## config.mk

```make
export PLATFORM = sky130hd
export DESIGN_NAME = reg_dump_flat
export DESIGN_NICKNAME = d
export VERILOG_FILES = /design/src/rtl/reg_dump_pkg.sv /design/src/rtl/reg_dump_if.sv /design/src/rtl/reg_dump_addr_ctr.sv /design/src/rtl/reg_dump.sv /design/src/flat_wrapper.sv
export SDC_FILE = /design/constraint.sdc
export NUM_CORES = 1
export LEC_CHECK = 0
export ABC_CLOCK_PERIOD_IN_PS = 1500
export BUFFER_PORTS_ARGS = -buffer_cell sky130_fd_sc_hd__buf_4
export CORE_ASPECT_RATIO = 1.2
export CORE_UTILIZATION = 25
export CTS_BUF_LIST = sky130_fd_sc_hd__clkbuf_4 sky130_fd_sc_hd__clkbuf_8
export DETAILED_ROUTE_END_ITERATION = 6
export GPL_ROUTABILITY_DRIVEN = 0
export PLACE_DENSITY_LB_ADDON = 0.3
export SLEW_MARGIN = 15
export SYNTH_ARGS = -nofsm -noshare
export SYNTH_HDL_FRONTEND = slang
export SYNTH_SLANG_ARGS = --single-unit
```

## constraint.sdc

```tcl
create_clock -name clk -period 1.5 [get_ports clk]
set_clock_uncertainty 0.05 [all_clocks]
set_input_delay 0.075 -clock clk [delete_from_list [all_inputs] [get_ports clk]]
set_output_delay 0.075 -clock clk [all_outputs]
set_load 0.05 [all_outputs]
```

## src/rtl/reg_dump_pkg.sv

```systemverilog
// Shared constants for the register dump engine: parameter defaults,
// FSM state encoding and the end-address policy.
package reg_dump_pkg;
    localparam int DEF_WIDTH = 8;
    localparam int DEF_NREGS = 8;
    localparam int DEF_AW    = 3;

    localparam logic [1:0] S_IDLE = 2'd0;
    localparam logic [1:0] S_READ = 2'd1;
    localparam logic [1:0] S_SEND = 2'd2;
    localparam logic [1:0] S_DONE = 2'd3;

    // A reversed range (last < first) collapses to a single read of first.
    localparam bit CLAMP_END_TO_FIRST = 1'b1;
endpackage

```

## src/rtl/reg_dump_if.sv

```systemverilog
// Register-file read port plus the valid/ready output stream of reg_dump.
interface reg_dump_if
    import reg_dump_pkg::*;
#(
    parameter int WIDTH = DEF_WIDTH,
    parameter int AW    = DEF_AW
);
    logic [AW-1:0]    rd_addr;
    logic [WIDTH-1:0] rd_data;
    logic [WIDTH-1:0] out_data;
    logic             out_valid;
    logic             out_ready;
    logic             out_last;

    modport master (
        output rd_addr, out_data, out_valid, out_last,
        input  rd_data, out_ready
    );

    modport slave (
        input  rd_addr, out_data, out_valid, out_last,
        output rd_data, out_ready
    );
endinterface

```

## src/rtl/reg_dump_addr_ctr.sv

```systemverilog
// Read-address counter: loads the start address and end address, steps by
// one on request and saturates at the end address (never wraps).
module reg_dump_addr_ctr
    import reg_dump_pkg::*;
#(
    parameter int AW = DEF_AW
) (
    input  logic          clk,
    input  logic          rst,
    input  logic          load,
    input  logic          inc,
    input  logic [AW-1:0] first,
    input  logic [AW-1:0] last,
    output logic [AW-1:0] addr,
    output logic          at_end
);
    logic [AW-1:0] end_q;

    always_ff @(posedge clk or negedge rst) begin
        if (!rst) begin
            addr  <= '0;
            end_q <= '0;
        end else if (load) begin
            addr  <= first;
            end_q <= (CLAMP_END_TO_FIRST && (last < first)) ? first : last;
        end else if (inc && !at_end) begin
            addr  <= addr + 1'b1;
        end
    end

    assign at_end = (addr == end_q);
endmodule

```

## src/rtl/reg_dump.sv

```systemverilog
// Walks a register file from first_addr to last_addr and streams each value
// out over a valid/ready handshake; abortable, with a done pulse on completion.
module reg_dump
    import reg_dump_pkg::*;
#(
    parameter int WIDTH = DEF_WIDTH,
    parameter int NREGS = DEF_NREGS,
    parameter int AW    = DEF_AW
) (
    input  logic          clk,
    input  logic          rst,
    input  logic          start,
    input  logic          abort,
    input  logic [AW-1:0] first_addr,
    input  logic [AW-1:0] last_addr,
    output logic          busy,
    output logic          done,
    reg_dump_if.master    bus
);
    if (NREGS > (1 << AW)) begin : g_nregs_check
        $error("reg_dump: NREGS exceeds 2**AW");
    end

    logic [1:0]       state;
    logic [WIDTH-1:0] data_q;
    logic             valid_q;
    logic             last_q;
    logic             ctr_load;
    logic             ctr_inc;
    logic             at_end;
    logic [AW-1:0]    addr;

    assign ctr_load = (state == S_IDLE) && start;
    assign ctr_inc  = (state == S_SEND) && !abort && bus.out_ready && !last_q;

    reg_dump_addr_ctr #(.AW(AW)) u_addr_ctr (
        .clk    (clk),
        .rst    (rst),
        .load   (ctr_load),
        .inc    (ctr_inc),
        .first  (first_addr),
        .last   (last_addr),
        .addr   (addr),
        .at_end (at_end)
    );

    always_ff @(posedge clk or negedge rst) begin
        if (!rst) begin
            state   <= S_IDLE;
            data_q  <= '0;
            valid_q <= 1'b0;
            last_q  <= 1'b0;
        end else begin
            case (state)
                S_IDLE: if (start) state <= S_READ;
                S_READ: begin
                    if (abort) begin
                        state   <= S_IDLE;
                        valid_q <= 1'b0;
                        last_q  <= 1'b0;
                    end else begin
                        data_q  <= bus.rd_data;
                        valid_q <= 1'b1;
                        last_q  <= at_end;
                        state   <= S_SEND;
                    end
                end
                S_SEND: begin
                    // abort wins over a handshake landing on the same edge
                    if (abort) begin
                        state   <= S_IDLE;
                        valid_q <= 1'b0;
                        last_q  <= 1'b0;
                    end else if (bus.out_ready) begin
                        valid_q <= 1'b0;
                        last_q  <= 1'b0;
                        state   <= last_q ? S_DONE : S_READ;
                    end
                end
                S_DONE:  state <= S_IDLE;
                default: state <= S_IDLE;
            endcase
        end
    end

    assign bus.rd_addr   = addr;
    assign bus.out_data  = data_q;
    assign bus.out_valid = valid_q;
    assign bus.out_last  = last_q;
    assign busy          = (state == S_READ) || (state == S_SEND);
    assign done          = (state == S_DONE);
endmodule

```

## src/flat_wrapper.sv

```systemverilog
// flat-port wrapper written by rule: the top's interface ports become plain ports
module reg_dump_flat import reg_dump_pkg::*;
#(
    parameter int WIDTH = DEF_WIDTH,
    parameter int NREGS = DEF_NREGS,
    parameter int AW    = DEF_AW
)
  (clk, rst, start, abort, first_addr, last_addr, busy, done, bus_rd_addr, bus_out_data, bus_out_valid, bus_out_last, bus_rd_data, bus_out_ready);
  reg_dump_if #(.WIDTH(WIDTH), .AW(AW)) bus_i ();
  input  logic clk;
  input  logic rst;
  input  logic start;
  input  logic abort;
  input  logic [AW-1:0] first_addr;
  input  logic [AW-1:0] last_addr;
  output logic busy;
  output logic done;
  output wire logic [$bits(bus_i.rd_addr)-1:0] bus_rd_addr;
  output wire logic [$bits(bus_i.out_data)-1:0] bus_out_data;
  output wire logic [$bits(bus_i.out_valid)-1:0] bus_out_valid;
  output wire logic [$bits(bus_i.out_last)-1:0] bus_out_last;
  input wire logic [$bits(bus_i.rd_data)-1:0] bus_rd_data;
  input wire logic [$bits(bus_i.out_ready)-1:0] bus_out_ready;
  assign bus_rd_addr = bus_i.rd_addr;
  assign bus_out_data = bus_i.out_data;
  assign bus_out_valid = bus_i.out_valid;
  assign bus_out_last = bus_i.out_last;
  assign bus_i.rd_data = bus_rd_data;
  assign bus_i.out_ready = bus_out_ready;
  reg_dump #(.WIDTH(WIDTH), .NREGS(NREGS), .AW(AW)) u_core (.clk(clk), .rst(rst), .start(start), .abort(abort), .first_addr(first_addr), .last_addr(last_addr), .busy(busy), .done(done), .bus(bus_i));
endmodule
```

# Yosys cells after proc, flatten, opt, wreduce, memory -nomap -nowiden
# Cells that the tools add are included.
[totals] reg_bits=18 romBits=0 mem_count=0 elab_cells=45 latch_bits=0 inputBits=19 mem_bits_rw=0
[classes] n_shift=0 n_eq_ne=6 n_div=0 n_addsub=1 n_mux=15 n_bitwise=1 reduce_logical=15 multipliers=0 magnitude_cmp=1
[op_table] cell="$mux W2" count=5
[op_table] cell="$mux W3" count=3
[op_table] cell="$pmux W2 S4" count=1
[op_table] cell="$reduce_and A2 Y1" count=3
[op_table] cell="$logic_and A1 B1 Y1" count=5
[op_table] cell="$eq A2 B2 Y1 const B" count=2
[op_table] cell="$mux W1" count=4
[op_table] cell="$pmux W1 S2" count=2
[op_table] cell="$reduce_bool A2 Y1" count=2
[op_table] cell="$add A3 B1 Y3 const B" count=1
[op_table] cell="$eq A3 B3 Y1" count=1
[op_table] cell="$logic_not A1 Y1" count=3
[op_table] cell="$lt A3 B3 Y1" count=1
[op_table] cell="$ne A3 B3 Y1 const B" count=1
[op_table] cell="$eq A2 B1 Y1 const B" count=1
[op_table] cell="$logic_not A2 Y1" count=1
[op_table] cell="$ne A2 B2 Y1 const B" count=1
[op_table] cell="$logic_or A1 B1 Y1" count=1
[op_table] cell="$not A1 Y1" count=1

# Logic depth before layout (Yosys ltp)
# Gate-level depths: netlist (run 1).
[depth] word_depth=7 ltp_mapped=6 ltp_nobuf=6

# By module
# From an unflattened synthesis (run 1), not the netlist that was laid out.
[unflattened] cells_unflattened=91 hier_area_um2=1039.7
[by_module_without_submodules] module="reg_dump" cells_each=48 n_inst=1 area_each_um2=623.1 seq_area_each_um2=300.3
[by_module_without_submodules] module="reg_dump_addr_ctr" cells_each=43 n_inst=1 area_each_um2=416.6 seq_area_each_um2=150.1

# Worst setup path before layout (run 1)
# No wires, ideal clock.
[synth_path] kind="register to register" from="register u_core.u_addr_ctr.addr[0]" to="register u_core.u_addr_ctr.addr[2]" t_required_ns=1.368 setup_time_ns=0.082 arrival_time_ns=1.526 stages_incl_launch_ff=5 path_slack_ns=-0.158 period_less_slack_ns=1.658 path_cell_list="dfrtp_1 > xor2_1 > o31a_1 > a21bo_1 > a31oi_1"
[synth_via] elab_chain_cells=4 elab_cells_between_ends=7
[synth_rtl] element="start: declaration" line_no="reg_dump_addr_ctr.sv:14" rtl="output logic [AW-1:0] addr,"
[synth_rtl] element="start signal: assignment" line_no="reg_dump_addr_ctr.sv:24" rtl="addr <= first;"
[synth_rtl] element="start signal: assignment" line_no="reg_dump_addr_ctr.sv:27" rtl="addr <= addr + 1'b1;"
[synth_rtl] element="parallel branches: the longest is 4 deep, another holds $add A3 B1 Y3"
# Parallel ways; which one is timed is not known. The select of a mux whose other input is x is not followed.
# A chain may end at the register's enable or synchronous reset.

# Worst setup path after layout (run 1)
[layout_path] from="register u_core.state[0]" to="register u_core.u_addr_ctr.addr[2]"
[layout_via] elab_chain_cells=6 elab_cells_between_ends=9
[layout_rtl] element="start: declaration" line_no="reg_dump.sv:24" rtl="logic [1:0] state;"
[layout_rtl] element="start signal: assignment" line_no="reg_dump.sv:77" rtl="state <= last_q ? S_DONE : S_READ;"
[layout_rtl] element="$eq A2 B2 Y1" line_no="reg_dump.sv:34" rtl="assign ctr_inc = (state == S_SEND) && !abort && bus.out_ready && !last_q;"
[layout_rtl] element="$logic_and A1 B1 Y1 (3 in a row)" line_no="reg_dump.sv:34"
[layout_rtl] element="$logic_and A1 B1 Y1" line_no="reg_dump_addr_ctr.sv:26" rtl="end else if (inc && !at_end) begin"
[layout_rtl] element="$reduce_bool A2 Y1 (no line)"
# Several ways; a longest one is shown, not always the timed one.

==> impl_metrics.csv, run 1 <==
group,metric,value,unit
floorplanning,std_cell_rows,24,
pwr,p_int,0.00186,W
min_path,holdPathStages,2,
layout,layoutNonFillerInstCount,192,
critical_path,worstSetupStartpointType,"register",
critical_path,critPathSlowestCell,"dfrtp_2",
clock_tree,ctsLongestPathBuffers,2,
layout,num_antenna_cells,0,
synthesis,syn-instance-count,89,
critical_path,worst_path_largest_cell_delay,0.44,ns
floorplanning,core,3660,um^2
synthesis,synth_compound_area_share,12.9,%
global_routing,grt_max_degree,19,
global_routing,grt_overflow,0,
critical_path,required,1.62,ns
layout,final_cell_area,1520,um^2
sta,max_slew_margin,75.6,%
place,io_buffers,33,
layout,mostFrequentLayoutCells,"41 x buf_4, 13 x dfrtp_1, 8 x mux2_2, 7 x dlygate4sd3_1",
synthesis,async_reset_ff_share,100,%
pwr,ir_drop,0.000882,V
floorplanning,pin_count,34,
pwr,comb_power_share,62.1,%
synthesis,muxShareOfSynthArea,12.4,%
place,hpwlAfterDp,1.63,mm
synthesis,synth_top_area_cell,"dfrtp_1",
sta,setup-tns-final,0,ns
critical_path,critical_path_arrival,1.61,ns
drt,post_drt_wl_per_cell,11.0,um
synthesis,synth-xor-area-share,3.62,%
pwr,switching_power,0.00167,W
pwr,p_total,0.00353,W
synthesis,netlist.area_leader.share,46.6,%
synthesis,ys_top_cells_by_area,"dfrtp_1 47%, ha_1 10%, mux2_2 9.3%, a21oi_1 3.6%, nor2b_1 3.2%",
synthesis,synth-main-ff-cell,"dfrtp_1",
layout,final_core_util,41.5,%
sta,finalHoldViolCount,0,
synthesis,yosys.area_share.simple,10.9,%
synthesis,ys_seq_elements,18,
clock_tree,clock-sinks,18,
synthesis,post_synth.cell_area_avg,10.9,um^2
clock_tree,cts-htree-levels,1,
synthesis,ys_types,25,
clock_tree,numCtsBuffers,3,
clock_tree,clk_latency,0.25,ns
drt,drt_iter0_drc,19,
flow_run,maxCapViolCount,0,
clock_tree,clk_pin_slew,0.07,ns
floorplanning,die_y,70.1,um
sta,final.min_clock_period,1.49,ns
drt,routed_via_density,4.24,
critical_path,rr_worst_depth,6,
floorplanning,die_w,58.8,um
outcome,status,"complete, no violations",
drt,first_pass_iters,4,
drt,final_antenna_net_count,0,
sta,worst_pin_slew,0.363,ns
sta,maxSlewViolCount,0,
drt,vias,814,
pwr,p_leak,0.712,nW
synthesis,syn_area,967,um^2
critical_path,crit_path_end_kind,"register",
drt,wl,2.12,mm
synthesis,synth_top_family_by_area,"compound AO/OA/AOI/OAI gates",
floorplanning,die-area,4120,um^2
sta,setup_viol,0,
layout,final_common_cell,"buf_4",
clock_tree,tritoncts,"yes",
global_routing,antenna_found_initial,0,
sta,rsz0062_at_grt,"true",
sta,max_freq,0.673,GHz
layout,drive_above_1_share,50.0,%
critical_path,crit_fanout,5,
sta,period_share,99.1,%
synthesis,synth_edf_count,0,
min_path,hold_path_class,"in2reg",
layout,synthToLayoutAreaGrowth,57.3,%
place,dpl_cell_area,1330,um^2
synthesis,seq_area_frac_synth,46.6,%
synthesis,synth.net_count,116,
synthesis,synthAdderAreaFrac,10.3,%
layout,nets,168,
synthesis,yosys_warnings,0,
global_routing,grt_pass1_vias,835,
pwr,p_per_area,2320,nW/um^2
pwr,p_seq_share,26.6,%
pwr,switching_share,47.3,%
floorplanning,start_util,26.4,%
clock_tree,cts_root_buffer,"clkbuf_8",
global_routing,grt_pass1_wl,3.54,mm
place,placed_cells,177,
drt,drc,0,
critical_path,path_class,"reg2reg",
global_routing,grt_usage,11.2,%
critical_path,crit_chain,"inv_2, ha_4, and4bb_2, o31a_1, nand3b_1, a31oi_1",
pwr,clockPowerShare,11.3,%
## Yosys cell counts (2+ instances only)
| cell type | instances |
|---|---|
| a21oi_1 | 7 |
| dfrtp_1 | 18 |
| ha_1 | 8 |
| inv_1 | 6 |
| mux2_2 | 8 |
| mux2i_1 | 3 |
| nand2_1 | 7 |
| nor2_1 | 3 |
| nor2b_1 | 5 |
| nor3_1 | 2 |
| o21ai_0 | 6 |
| xor2_1 | 3 |
## flip-flops by register name, indices dropped and copies added, names as in the netlist
| name | count |
|---|---|
| u_core.bus.out_data | 8 |
| u_core.u_addr_ctr.addr | 3 |
| u_core.u_addr_ctr.end_q | 3 |
| u_core.state | 2 |
| u_core.bus.out_last | 1 |
| u_core.bus.out_valid | 1 |
## through the flow
step	worst slack, ns	hold slack (ns)
floorplan	-0.0132	-0.271
global placement	-0.0425	-0.0930
detailed placement	-0.0740	-0.0893
CTS	0.000902	0.00468
global route	-0.0590	0.00494
finish	0.0131	0.00815
## kinds of logic (layout without fill, tap and decap cells)
logic type	Yosys count	after routing
AO/OA/AOI/OAI	20	20
AND/OR/NAND/NOR	20	20
XOR/XNOR	4	4
multiplexers	11	11
flip-flops	18	18
adder cells (fa/ha/maj)	8	8
buffers and inverters	8	59
## worst paths after layout
kind	end	slack [ns]	startpoint
max in group asynchronous	u_core.u_addr_ctr.addr[0]	1.00	rst
hold reg to reg	u_core.u_addr_ctr.end_q[2]	0.46	u_core.u_addr_ctr.end_q[2]
setup reg to reg	u_core.u_addr_ctr.addr[2]	0.01	u_core.state[0]
hold / removal	u_core.bus.out_data[6]	0.008	bus_rd_data[6]
min in group asynchronous	u_core.bus.out_valid	0.18	rst
setup / recovery	u_core.u_addr_ctr.addr[2]	0.01	u_core.state[0]
## per-layer routing
metal	vias to the layer above	wire, um	track usage (%)
li1	411	-	-
met1	370	934	12.2
met2	31	1040	20.7
met3	2	127	2.04
met4	0	21	3.97
met5	-	0	0
## layout make-up
| type | instances | area [um^2] |
|---|---|---|
| Clock buffer | 4 | 55.1 |
| Fill cell | 384 | 2140 |
| Inverter | 6 | 22.5 |
| Multi-Input combinational cell | 63 | 533 |
| Sequential cell | 18 | 457 |
| Tap cell | 52 | 65.1 |
| Timing Repair Buffer | 49 | 389 |
## critical path, delay by kind of cell, from the launching register on
kind            cells  cell delay (ns)
compound gates      2             0.40
fa+ha+maj           1             0.12
buf+inv             1             0.08
flops               1             0.44
simple gates        2             0.31
## what timing repair did
| item | in CTS | in global routing |
|---|---|---|
| endpoints found under the hold margin | 24 | 0 |
| hold buffers | 7 | 0 |
| gates cloned | 0 | 0 |
| resized for setup | 6 | 7 |
| endpoints found under the setup margin | 14 | 14 |
| setup buffers | 3 | 1 |
| pin swaps | 0 | 6 |
## power groups by stage
stage                     logic (W)  registers [W]  clock network [W]
after global placement      0.00201       0.000932                  0
after global routing        0.00236       0.000965           0.000433
after detailed placement    0.00204       0.000944                  0
final                       0.00219       0.000938           0.000400
after floorplan            0.000827        0.00153                  0
after CTS                   0.00212       0.000936           0.000418
No activity file was read; power rests on OpenSTA's default activity.
==> run 2, diff against run 1 <==
ABC_AREA = 1   (was default)
==> impl_metrics.csv, run 2 <==
group,metric,value,unit
drt,routed_via_density,4.12,
pwr,switching_share,49.0,%
synthesis,ys_top_cells_by_area,"dfrtp_1 45%, nand2_1 11%, ha_1 10%, mux2_2 9.0%, o21ai_0 5.0%",
synthesis,syn-instance-count,111,
pwr,switching_power,0.00158,W
critical_path,r2r_slack,0.13,ns
pwr,p_per_area,2310,nW/um^2
place,hpwlAfterDp,1.67,mm
sta,final.min_clock_period,1.38,ns
global_routing,grt_max_degree,19,
critical_path,r2r_end,"u_core.bus.out_last",
global_routing,grt_pass1_vias,872,
global_routing,grt_usage,10.4,%
clock_tree,clk_pin_slew,0.07,ns
sta,layout_setup_ws,0.117,ns
floorplanning,core,3720,um^2
sta,max_freq,0.723,GHz
clock_tree,clock-sinks,18,
clock_tree,numCtsBuffers,3,
drt,first_pass_iters,4,
floorplanning,start_util,26.9,%
place,placed_cells,196,
sta,maxSlewViolCount,0,
sta,setup_viol,0,
sta,setup-tns-final,0,ns
critical_path,crit_buf_inv,2,
critical_path,worstSetupStartpointType,"register",
critical_path,rr_worst_depth,5,
synthesis,ys_seq_elements,18,
sta,max_slew_margin,85.1,%
floorplanning,pin_count,34,
critical_path,critPathSlowestCell,"dfrtp_1",
synthesis,yosys-top-cells-count,"30 x nand2_1, 18 x dfrtp_1, 13 x inv_1",
synthesis,synth-main-ff-cell,"dfrtp_1",
place,dp_slack,0.000722,ns
synthesis,syn_area,1000,um^2
layout,num_antenna_cells,0,
critical_path,r2r-start,"u_core.state[1]",
drt,drt_iter0_drc,12,
synthesis,synth_edf_count,0,
floorplanning,die_w,59.8,um
synthesis,synth.net_count,138,
floorplanning,die-area,4270,um^2
drt,vias,828,
floorplanning,die_y,71.4,um
pwr,p_total,0.00323,W
sta,worst_pin_slew,0.223,ns
min_path,holdCritStartpoint,"bus_rd_data[6]",
global_routing,antenna_found_initial,0,
clock_tree,cts_root_buffer,"clkbuf_8",
synthesis,synth_top_area_cell,"dfrtp_1",
layout,mostFrequentLayoutCells,"34 x buf_4, 29 x nand2_1, 18 x dfrtp_1, 11 x inv_1, 10 x o21ai_0",
pwr,p_seq_share,27.4,%
floorplanning,std_cell_rows,24,
sta,rsz0062_at_grt,"false",
critical_path,crit_fanout,4,
pwr,clockPowerShare,11.8,%
layout,layoutNonFillerInstCount,201,
clock_tree,cts-htree-levels,1,
drt,drc,0,
critical_path,path_class,"reg2out",
global_routing,grt_pass1_wl,3.46,mm
flow_run,maxCapViolCount,0,
synthesis,seq_area_frac_synth,44.9,%
critical_path,cpLargestDelayFamily,"flip-flops",
synthesis,netlist.area_leader.share,44.9,%
critical_path,crit_chain,"inv_1, ha_2, buf_4",
layout,synthToLayoutAreaGrowth,39.2,%
drt,wl,1.99,mm
critical_path,crit_path_end_kind,"primary output",
critical_path,critical_path_arrival,1.26,ns
synthesis,synth.most_common_cell,"nand2_1",
synthesis,post_synth.cell_area_avg,9.04,um^2
layout,largest_reg_flops,8,
pwr,p_int,0.00165,W
critical_path,required,1.37,ns
pwr,ir_drop,0.000720,V
sta,finalHoldViolCount,0,
clock_tree,clk_latency,0.25,ns
pwr,comb_power_share,60.8,%
layout,final_core_util,37.5,%
place,io_buffers,33,
min_path,holdPathStages,2,
layout,drive_above_1_share,41.6,%
min_path,hold_path_class,"in2reg",
pwr,p_leak,0.716,nW
synthesis,yosys_warnings,0,
outcome,status,"complete, no violations",
synthesis,ys_types,19,
drt,final_antenna_net_count,0,
synthesis,async_reset_ff_share,100,%
layout,nets,177,
sta,period_share,92.2,%
layout,final_common_cell,"buf_4",
clock_tree,ctsLongestPathBuffers,2,
min_path,hold_end,"u_core.bus.out_data[6]",
critical_path,worst_path_largest_cell_delay,0.40,ns
drt,post_drt_wl_per_cell,9.90,um
global_routing,grt_overflow,0,
clock_tree,tritoncts,"yes",
-- run 2: changes by cell type after synthesis, sizes merged, moves of 5 or more --
cell / change
nand2: +27
inv: +8
a21oi: -5
nand3: +5
nor2b: -5
o21ai: +5
-- run 2: cell type report --
class                   instances  area, um^2
multi-input cells              78         508
repair buffers                 35         265
fillers                       395        2330
inverters                      14        52.6
flip-flops and latches         18         450
well taps                      52        65.1
clock buffers                   4        55.1
-- run 2: worst reg2reg max path: stages, from the launching register on --
cell     delay [ns]
dfrtp_1        0.40
inv_1          0.13
ha_2           0.23
nand2_4        0.11
or2_1          0.25
o22ai_1        0.12
-- run 2: worst max path at each step --
stage | startpoint | end | slack [ns] | cells after the start
after floorplan | u_core.u_addr_ctr.addr[1] | u_core.u_addr_ctr.addr[1] | 0.14 | 5
after global placement | u_core.state[0] | u_core.u_addr_ctr.addr[2] | 0.08 | 8
after detailed placement | u_core.state[0] | u_core.u_addr_ctr.addr[2] | 0.0007 | 8
after CTS | u_core.state[0] | u_core.state[1] | 0.06 | 7
after global routing | u_core.state[0] | u_core.u_addr_ctr.addr[1] | 0.01 | 8
final | u_core.state[1] | busy | 0.12 | 3
-- run 2: cell families (layout without fill, tap and decap cells) --
logic type	after synthesis	in the layout	share of synthesized area (%)
buffers and inverters	15	53	5.74
AND/OR/NAND/NOR	45	45	19.7
XOR/XNOR	2	2	1.75
multiplexers	8	8	8.98
AO/OA/AOI/OAI	15	15	8.98
adder cells (fa/ha/maj)	8	8	9.98
flip-flops	18	18	44.9
-- run 2: timing repair --
| item | 4_1_cts | 5_1_grt |
|---|---|---|
| resized for setup | 1 | 6 |
| pin swaps | 0 | 0 |
| hold endpoints to repair | 18 | 0 |
| endpoints found under the setup margin | 1 | 7 |
| hold buffers | 1 | 0 |
| setup buffers | 0 | 0 |
-- run 2: layer usage --
metal / vias to the layer above / wire, um / global-route usage, %
met5: - / 0 / 0
met4: 0 / 23 / 5.43
met3: 2 / 70 / 1.44
met2: 18 / 1040 / 18.1
met1: 378 / 853 / 12.0
li1: 430 / - / -
-- run 2: power groups by stage --
stage | Clock [W] | Combinational [W] | Sequential (W)
global placement | 0 | 0.00194 | 0.000888
finish | 0.000382 | 0.00196 | 0.000884
floorplan | 0 | 0.000842 | 0.00148
CTS | 0.000396 | 0.00198 | 0.000888
detailed placement | 0 | 0.00196 | 0.000896
global route | 0.000416 | 0.00212 | 0.000923
-- run 2: metrics by stage --
stage	hold WS, ns	area (um^2)
after floorplan	-0.271	1000
after global placement	-0.0937	1320
after detailed placement	-0.0908	1320
after CTS	0.00293	1390
after global routing	0.00860	1400
final	0.00800	1400
==> run 3, diff against run 2 <==
CAP_MARGIN = 10   (was default)
SYNTH_HIERARCHICAL = 1   (was default)
==> impl_metrics.csv, run 3 <==
group,metric,value,unit
drt,wl,2.16,mm
synthesis,synth-main-ff-cell,"dfrtp_1",
floorplanning,start_util,26.6,%
pwr,p_seq_share,26.8,%
pwr,p_per_area,2260,nW/um^2
global_routing,antenna_found_initial,0,
synthesis,async_reset_ff_share,100,%
critical_path,crit_fanout,3,
synthesis,synth.net_count,163,
pwr,p_total,0.00332,W
layout,layoutNonFillerInstCount,232,
drt,first_pass_iters,3,
place,io_buffers,33,
global_routing,grt_usage,10.4,%
sta,setup_viol,0,
synthesis,ys_types,19,
synthesis,synth.most_common_cell,"nand2_1",
sta,final.min_clock_period,1.39,ns
floorplanning,die-area,4530,um^2
synthesis,synth_top_area_cell,"dfrtp_1",
layout,num_antenna_cells,0,
floorplanning,core,4000,um^2
clock_tree,ctsLongestPathBuffers,2,
pwr,p_leak,0.820,nW
clock_tree,cts-htree-levels,1,
critical_path,critPathSlowestCell,"dfrtp_1",
pwr,clockPowerShare,11.7,%
layout,final-seq-area,450,um^2
critical_path,crit_path_end_kind,"primary output",
min_path,hold_path_class,"in2reg",
clock_tree,clk_latency,0.25,ns
synthesis,yosys-top-cells-count,"52 x nand2_1, 18 x dfrtp_1, 15 x inv_1, 15 x nand3_1, 8 x ha_1",
outcome,status,"complete, no violations",
drt,post_drt_wl_per_cell,9.33,um
layout,largest_reg_flops,8,
global_routing,grt_pass1_wl,3.58,mm
sta,max_slew_margin,82.9,%
clock_tree,clock-sinks,18,
pwr,comb_power_share,61.4,%
drt,vias,950,
floorplanning,die_w,61.6,um
pwr,p_int,0.00166,W
sta,max_freq,0.718,GHz
global_routing,grt_overflow,0,
place,dp_slack,0.0441,ns
drt,final_antenna_net_count,0,
synthesis,netlist.area_leader.share,42.3,%
floorplanning,std_cell_rows,25,
sta,finalHoldViolCount,0,
synthesis,yosys_warnings,6,
critical_path,path_class,"reg2out",
critical_path,cpMostUsedCell,"buf_4",
synthesis,syn_area,1060,um^2
floorplanning,die_y,73.5,um
layout,mostFrequentLayoutCells,"52 x nand2_1, 40 x buf_4, 18 x dfrtp_1, 15 x nand3_1, 12 x inv_1",
critical_path,critical_path_arrival,1.27,ns
layout,synthToLayoutAreaGrowth,38.2,%
sta,layout_setup_ws,0.108,ns
floorplanning,pin_count,34,
layout,n_fill_cell,447,
sta,period_share,92.8,%
pwr,ir_drop,0.000692,V
flow_run,maxCapViolCount,0,
synthesis,syn-instance-count,136,
clock_tree,tritoncts,"yes",
synthesis,ys_top_cells_by_area,"dfrtp_1 42%, nand2_1 18%, ha_1 9.4%, nand3_1 7.1%, inv_1 5.3%",
synthesis,seq_area_frac_synth,42.3,%
critical_path,worst_path_largest_cell_delay,0.39,ns
clock_tree,cts_root_buffer,"clkbuf_8",
drt,drt_iter0_drc,37,
global_routing,grt_pass1_vias,872,
pwr,switching_power,0.00166,W
layout,nets,206,
layout,multiInputGateArea,524,um^2
synthesis,post_synth.cell_area_avg,7.83,um^2
clock_tree,clk_pin_slew,0.07,ns
synthesis,ys_seq_elements,18,
synthesis,synth_edf_count,0,
layout,final_common_cell,"nand2_1",
critical_path,crit_chain,"buf_4, buf_4, ha_1, buf_4",
clock_tree,numCtsBuffers,3,
critical_path,required,1.37,ns
sta,maxSlewViolCount,0,
place,hpwlAfterDp,1.68,mm
global_routing,grt_max_degree,19,
drt,drc,0,
place,placed_cells,224,
drt,routed_via_density,4.09,
critical_path,worstSetupStartpointType,"register",
pwr,switching_share,50.1,%
sta,worst_pin_slew,0.256,ns
layout,drive_above_1_share,30.9,%
-- run 3: power groups by stage --
stage / combinational, W / clock (W) / sequential, W
final: 0.00204 / 0.000389 / 0.000891
after floorplan: 0.000899 / 0 / 0.00144
after global placement: 0.00199 / 0 / 0.000909
after global routing: 0.00224 / 0.000425 / 0.000925
after detailed placement: 0.00200 / 0 / 0.000903
after CTS: 0.00200 / 0.000406 / 0.000898
-- run 3: final cells by class --
cell class | count | area share, %
well taps | 54 | 4.59
flip-flops and latches | 18 | 30.6
multi-input cells | 98 | 35.6
clock buffers | 4 | 3.74
repair buffers | 41 | 21.1
inverters | 17 | 4.34
-- run 3: cells by family (layout without fill, tap and decap cells) --
logic type	Yosys count	after routing	share of synthesized area, %
adders and majority gates	8	8	9.40
AOI/OAI and AO/OA	13	13	7.05
DFF	18	18	42.3
xor gates and xnor gates	2	2	1.65
buffers and inverters	20	62	8.46
and+or+nand+nor	75	75	31.1
-- run 3: worst paths after layout --
path	startpoint	end	slack (ns)	depth (start not counted)
max reg2reg	u_core/state[1]	u_core/u_addr_ctr/addr[0]	0.14	9
min reg2reg	u_core/bus.out_data[0]	u_core/bus.out_data[0]	0.43	2
max in group asynchronous	rst	u_core/bus.out_last	1.01	2
min in group asynchronous	rst	u_core/bus.out_data[4]	0.19	2
min	bus_rd_data[5]	u_core/bus.out_data[5]	0.01	3
max	u_core/state[0]	done	0.11	4
-- run 3: worst max-delay path: cells and delay by family, from the launching register on --
kind,cells,cell delay [ns]
DFF,1,0.39
adders and majority gates,1,0.18
buffers and inverters,3,0.45
-- run 3: repair_timing --
item / CTS / global route
hold buffers: 1 / 0
setup buffers: 0 / 3
endpoints found under the hold margin: 18 / 0
resized for setup: 0 / 4
endpoints found under the setup margin: 0 / 5
-- run 3: metal layers --
metal / track usage [%] / part of all wire (%) / vias to the layer above
li1: - / - / 516
met1: 12.9 / 48 / 407
met2: 17.8 / 46 / 27
met3: 2.29 / 6.0 / 0
met4: 2.96 / 0 / 0
met5: 0 / 0 / -
-- run 3: metrics by stage --
step | TNS [ns] | utilization (%) | area, um^2 | hold slack (ns)
final | 0 | 36.8 | 1470 | 0.00957
after global routing | -0.00488 | 36.8 | 1470 | 0.0135
after CTS | 0 | 36.2 | 1450 | 0.00776
after detailed placement | 0 | 34.6 | 1380 | -0.0856
after global placement | 0 | 34.6 | 1380 | -0.0891
after floorplan | 0 | - | 1060 | -0.271
